$ cat src/rtl/instruction_encoder.sv
// RV32I field packer feeding a small circular FIFO with per-word write addresses.
// Optional immediate range checking is enabled by defining ENC_IMM_CHECK_EN.
module instruction_encoder #(
   parameter int          DEPTH     = 4,
   parameter logic [31:0] BASE_ADDR = 32'h0000_0000
) (
   input  logic                       clk,
   input  logic                       rst,
   input  logic                       in_valid,
   output logic                       in_ready,
   input  logic [2:0]                 fmt,
   input  logic [6:0]                 opcode,
   input  logic [2:0]                 funct3,
   input  logic [6:0]                 funct7,
   input  logic [4:0]                 rd,
   input  logic [4:0]                 rs1,
   input  logic [4:0]                 rs2,
   input  logic [31:0]                imm,
   output logic                       out_valid,
   input  logic                       out_ready,
   output logic [31:0]                out_data,
   output logic [31:0]                out_addr,
   output logic [$clog2(DEPTH):0]     count,
   output logic                       err
);

   localparam int AW = $clog2(DEPTH);
   localparam int CW = AW + 1;

   localparam logic [2:0] FMT_R = 3'd0;
   localparam logic [2:0] FMT_I = 3'd1;
   localparam logic [2:0] FMT_S = 3'd2;
   localparam logic [2:0] FMT_B = 3'd3;
   localparam logic [2:0] FMT_U = 3'd4;
   localparam logic [2:0] FMT_J = 3'd5;

   logic [31:0]   mem [DEPTH];
   logic [AW-1:0] wptr;
   logic [AW-1:0] rptr;
   logic [31:0]   enc_word;
   logic          fmt_ok;
   logic          imm_ok;
   logic          accept;
   logic          push;
   logic          pop;

   always_comb begin
      enc_word = 32'h0;
      fmt_ok   = 1'b1;
      case (fmt)
         FMT_R: enc_word = {funct7, rs2, rs1, funct3, rd, opcode};
         FMT_I: enc_word = {imm[11:0], rs1, funct3, rd, opcode};
         FMT_S: enc_word = {imm[11:5], rs2, rs1, funct3, imm[4:0], opcode};
         FMT_B: enc_word = {imm[12], imm[10:5], rs2, rs1, funct3, imm[4:1], imm[11], opcode};
         FMT_U: enc_word = {imm[31:12], rd, opcode};
         FMT_J: enc_word = {imm[20], imm[10:1], imm[11], imm[19:12], rd, opcode};
         default: fmt_ok = 1'b0;
      endcase
   end

`ifdef ENC_IMM_CHECK_EN
   // Immediate must be representable by the format's sign-extended field.
   always_comb begin
      imm_ok = 1'b1;
      case (fmt)
         FMT_I, FMT_S: imm_ok = (imm[31:11] == {21{imm[11]}});
         FMT_B:        imm_ok = (imm[31:12] == {20{imm[12]}}) && !imm[0];
         FMT_J:        imm_ok = (imm[31:20] == {12{imm[20]}}) && !imm[0];
         FMT_U:        imm_ok = (imm[11:0] == 12'h0);
         default:      imm_ok = 1'b1;
      endcase
   end
`else
   assign imm_ok = 1'b1;
`endif

   assign in_ready  = (count < CW'(DEPTH));
   assign out_valid = (count != '0);
   assign accept    = in_valid && in_ready;
   assign push      = accept && fmt_ok && imm_ok;
   assign pop       = out_valid && out_ready;
   assign out_data  = out_valid ? mem[rptr] : 32'h0;

   // Storage is not reset; stale entries are hidden by count.
   always_ff @(posedge clk) begin
      if (push) begin
         mem[wptr] <= enc_word;
      end
   end

   always_ff @(posedge clk) begin
      if (rst) begin
         wptr     <= '0;
         rptr     <= '0;
         count    <= '0;
         out_addr <= BASE_ADDR;
         err      <= 1'b0;
      end else begin
         err <= accept && !(fmt_ok && imm_ok);
         if (push) begin
            wptr <= wptr + AW'(1);
         end
         if (pop) begin
            rptr     <= rptr + AW'(1);
            out_addr <= out_addr + 32'd4;
         end
         case ({push, pop})
            2'b10:   count <= count + CW'(1);
            2'b01:   count <= count - CW'(1);
            default: count <= count;
         endcase
      end
   end

endmodule

$ cat config.mk
export PLATFORM = sky130hd
export DESIGN_NAME = instruction_encoder
export DESIGN_NICKNAME = d
export VERILOG_FILES = /design/src/rtl/instruction_encoder.sv
export SDC_FILE = /design/constraint.sdc
export NUM_CORES = 1
export LEC_CHECK = 0
export BUFFER_PORTS_ARGS = -buffer_cell sky130_fd_sc_hd__buf_2
export CORE_MARGIN = 3
export CORE_UTILIZATION = 47
export CTS_CLUSTER_DIAMETER = 200
export DETAILED_ROUTE_END_ITERATION = 8
export GPL_TIMING_DRIVEN = 0
export PLACE_DENSITY = 0.72
export SLEW_MARGIN = 20
export SYNTH_ARGS = -nofsm -noshare
export SYNTH_HDL_FRONTEND = slang
export SYNTH_SLANG_ARGS = --single-unit
$ cat constraint.sdc
create_clock -name clk -period 2.04 [get_ports clk]
set_input_delay 0.306 -clock clk [delete_from_list [all_inputs] [get_ports clk]]
set_output_delay 0.306 -clock clk [all_outputs]
set_load 0.03 [all_outputs]
; ---- Word-level counts from Yosys, hierarchy flattened
; Memories as Yosys holds them, arrays and structs flattened. A register that Yosys moved wholly into a read port is not among the register bits.
; Cells that the tools add are included.
[word_totals]
in_bits = 71
output_inout_bits = 70
wordCells = 36
ram_bits = 128
reg_bits = 40
memories = 1
[mem_list]
columns = memory, words, width, read_ports, rd_ports_with_merged_regs, write_ports, line_no
row1 = mem, 4, 32, 1, 1, 1, 37  ; logic [31:0] mem [DEPTH];
[classes]
reduce_logical = 9
n_eq_ne = 7
n_addsub = 5
mux = 8
magnitude_cmp = 1
[op_table]
columns = operator, count
row1 = 32-bit one-hot mux with 6 select lines, 1
row2 = 32-bit by 3-bit adder with 32-bit output (second input constant), 1
row3 = 32-bit 2-to-1 mux, 1
row4 = 3-bit by 2-bit == test with 1-bit output (second input constant), 2
row5 = 3-bit == test (second input constant), 2
row6 = 3-bit one-hot mux with 2 select lines, 1
row7 = 6-bit OR reduction, 1
row8 = 2-bit by 1-bit adder with 2-bit output (second input constant), 2
row9 = 1-bit logical AND, 4
row10 = 2-bit 2-to-1 mux, 2
row11 = 3-bit by 1-bit adder with 3-bit output (second input constant), 1
row12 = 3-bit by 1-bit == test with 1-bit output (second input constant), 1
row13 = 3-bit zero test, 1
row14 = 3-bit less-than comparator (second input constant), 1
row15 = 1-bit 2-to-1 mux, 3
row16 = 3-bit nonzero test, 1
row17 = 3-bit by 1-bit subtractor with 3-bit output (second input constant), 1
row18 = 2-bit by 1-bit == test with 1-bit output (second input constant), 1
row19 = 2-bit == test (second input constant), 1
row20 = 2-bit nonzero test, 1
row21 = 1-bit zero test, 1

; ---- Logic depth before layout (Yosys ltp)
[logic_depth]
word_depth = 6
ltp_mapped = 10
mapped_depth_nobuf = 10

; ---- Least setup slack after synthesis
; Ideal clock, no wire load.
[synth_path]
path_kind = reg-to-reg
from = reg count[2]
to = reg count[2]
setup_time_ns = 0.071
arrival_ns = 2.374
setup_slack_ns = -0.404
path_buffers = 1
path_stages_with_launch = 11
path_cell_list = dfxtp_1 > nor3_1 > inv_1 > and2_1 > clkbuf_1 > ha_1 > inv_1 > fa_1 > xor2_1 > or3_1 > a21oi_1
[synth_via]
word_cells_on_any_way = 11
[synth_rtl]
columns = item, line_no
row1 = start: declaration, 23  ; output logic [$clog2(DEPTH):0] count,
row2 = start signal: assignment, 108  ; 2'b10: count <= count + CW'(1);
row3 = start signal: assignment, 109  ; 2'b01: count <= count - CW'(1);
row4 = start signal: assignment, 110  ; default: count <= count;
row5 = 3-bit nonzero test (*), 78  ; assign out_valid = (count != '0);
row6 = 1-bit logical AND (*), 81  ; assign pop = out_valid && out_ready;
row7 = net pop, 45  ; logic pop;
row8 = 2-bit by 1-bit == test with 1-bit output or 2-bit == test (tied branches), 107  ; case ({push, pop})
row9 = 3-bit one-hot mux with 2 select lines or 2-bit nonzero test (tied branches), n/a
; The timed path passes the listed nets; every way through them passes the cells marked *.
; A chain may end at the register's enable or synchronous reset.

==> impl_metrics.tcl <==
set metrics [dict create \
    drive_gt1_share_pct 40.8 \
    dr_wl_met2_mm 8.32 \
    grt_pass1_vias 4986 \
    postSynthCellCount 517 \
    synth-seq-cells 168 \
    holdBufCountCts 0 \
    htreeDepth 4 \
    gr-total-overflow 0 \
    drc 0 \
    grt_first_pass_wirelength_mm 25.8 \
    first_iter_violations 299 \
    avgSynthCellArea_sq_um 14.0 \
    coreArea_sq_mm 0.0148 \
    dieArea_sq_mm 0.0170 \
    cts_buffers 17 \
    final_common_cell "edfxtp_1" \
    yosysWarnings 0 \
    cp.arrival_ps 1840 \
    cts_tree "built" \
    relSlewSlack_pct 40.3 \
    route.met3.wl_mm 1.25 \
    crit_type "register to output port" \
    numClockSinks 168 \
    violations "setup timing" \
    wl_met1_mm 6.79 \
    place.detailed.hpwl_mm 11.1 \
    num_vias 4829 \
    io_buffer_count 137 \
    power_density_mw_per_mm2 1330 \
    cts_root_buf "clkbuf_16" \
    ys_seq_area_share_pct 64.1 \
    worst_slack_ps -105 \
    rsz0062_at_grt "yes" \
    wl_mm 16.7 \
    peakVddDrop_v 0.000697 \
    hold_class "primary input to register" \
    whs_ps 209 \
    maxCapViolCount 0 \
    fin_skew_ps 6.37 \
    dp_slack_ps -368 \
    start_kind "register" \
    wl_per_cell_um 19.0 \
    num_rows 44 \
    antenna_found_initial 0 \
    diodes 0 \
    drv_slew 0 \
    clk_latency_ps 420 \
    synth_cell_type_count 39 \
    fp.dieH_um 130 \
    initial_utilization_pct 49.0 \
    synth_area_sq_mm 0.00725 \
    layout.nets 758 \
    areaGrowthSynthToFinish_pct 28.7 \
    endpoint_kind "output port" \
    crit_required_ps 1730 \
    drt-pass1-iter-count 4 \
    final_cell_mix "edfxtp_1, buf_2, nor2_1, dfxtp_1, and2_4" \
    fmax_mhz 466 \
    finalCritPeriodShare_pct 105 \
    period_minus_slack_ps 2150 \
    maxUsedRoutingLayer "met4" \
    fill_cells 1116 \
    hold_viol_final 0 \
    setup_viol 32 \
    status "finished with violations" \
    track_usage_pct 20.2 \
    die_x_um 130 \
    clock_path_buffers 2 \
    clkTransAtPathRegs_ps 60 \
    worstMarginPinSlew_ps 896 \
    place.gp.congestion 0.795 \
    crit_fanout 10 \
    r2r_slack_ps 20 \
    leakage_uw 0.00362 \
    antenna_left 0 \
    io_pins 141 \
    via_per_inst 5.51 \
    grt_max_degree 33 \
]
[stage by stage]
| step | power [uW] | utilization, % | cell area, sq um | setup TNS (ps) | std cells |
|---|---|---|---|---|---|
| 2_1_floorplan | 6570 | - | 7270 | -131 | 518 |
| 3_3_place_gp | 7500 | 55.3 | 8190 | -13440 | 839 |
| 3_5_place_dp | 7580 | 55.3 | 8190 | -21420 | 839 |
| 4_1_cts | 12300 | 62.6 | 9270 | -3290 | 873 |
| 5_1_grt | 12900 | 63.0 | 9330 | -4480 | 877 |
| 6_report | 12400 | 63.0 | 9330 | -2290 | 877 |
[sequential cells by signal (all words and copies together), names as in the netlist, named ones only]
name,count
count,3
err,1
mem,128
out_addr,30
rptr,2
wptr,2
[metal layers]
metal / GRT usage, % / up-vias
met5: 0 / -
met4: 6.91 / 0
met3: 5.44 / 29
met2: 33.8 / 205
met1: 25.5 / 2376
li1: - / 2219
[synth_stat cells]
library cell | number | area (sq um)
edfxtp_1 | 128 | 3840
nor2_1 | 48 | 180
and2_1 | 47 | 294
dfxtp_1 | 40 | 801
mux4_2 | 32 | 721
nand2_1 | 30 | 113
xor2_1 | 27 | 236
o21ai_0 | 23 | 115
clkbuf_1 | 20 | 75.1
inv_1 | 19 | 71.3
nand3_1 | 14 | 70.1
a21oi_1 | 11 | 55.1
nand4_1 | 10 | 62.6
mux2i_1 | 9 | 90.1
ha_1 | 6 | 75.1
a22o_1 | 5 | 43.8
a22oi_1 | 5 | 37.5
xnor2_1 | 5 | 43.8
nor3_1 | 4 | 20.0
and3_2 | 3 | 22.5
and4_1 | 3 | 26.3
buf_2 | 3 | 15.0
mux2_2 | 3 | 33.8
nor2b_1 | 3 | 18.8
and3_1 | 2 | 12.5
buf_1 | 2 | 7.51
buf_4 | 2 | 15.0
or3_1 | 2 | 12.5
a31oi_1 | 1 | 6.26
a32oi_1 | 1 | 8.76
and4_4 | 1 | 11.3
buf_6 | 1 | 11.3
conb_1 | 1 | 3.75
fa_1 | 1 | 20.0
nand3_2 | 1 | 10.0
nand4_4 | 1 | 21.3
nor3_4 | 1 | 16.3
nor4_4 | 1 | 21.3
or4_1 | 1 | 7.51
[where the power goes]
part	internal [uW]	switching, uW	total [uW]
logic	2190	2320	4510
clock network	2410	1270	3680
registers	4030	157	4180
[worst paths after layout]
| path | depth (start not counted) | startpoint | endpoint |
|---|---|---|---|
| worst max register to register | 9 | count[2] | count[2] |
| worst min register to register | 2 | out_addr[31] | out_addr[31] |
| worst min-delay path | 3 | rst | out_addr[29] |
| worst max-delay path | 4 | register | out_data[21] |
[final cells by class]
cell class                      count  area, sq um  share of cell area, %
Tap cell                          184          230                   2.47
Timing Repair Buffer              146          946                   10.1
Multi-Input combinational cell    303         2560                   27.4
Clock buffer                       18          429                   4.60
Sequential cell                   168         4660                   49.9
Clock inverter                     14          251                   2.70
Inverter                           19         71.3                  0.765
Buffer                             25          184                   1.97
[cell families (layout without fill, tap and decap cells)]
logic type                 after synthesis  after routing  share of synthesized area, %
and+or+nand+nor                        172            172                          12.7
DFF                                    168            168                          64.1
other                                    1              2                        0.0517
xor gates and xnor gates                32             32                          3.87
adders and majority gates                7              7                          1.31
muxes                                   44             44                          11.6
AOI/OAI and AO/OA                       46             46                          3.68
buffers and inverters                   47            222                          2.69
[worst max-delay path: stages (launching register included)]
cell,delay [ps]
dfxtp_4,410
buf_12,170
mux4_2,520
and2_4,190
buf_6,130
[timing repair]
action                                  4_1_cts  5_1_grt
hold endpoints to repair                      0        0
cloned                                        0        0
endpoints found under the setup margin       67      134
resized for setup                           126       13
setup buffers                                 4        5
pin swaps                                     3        9
No activity file was read; power rests on OpenSTA's default activity.
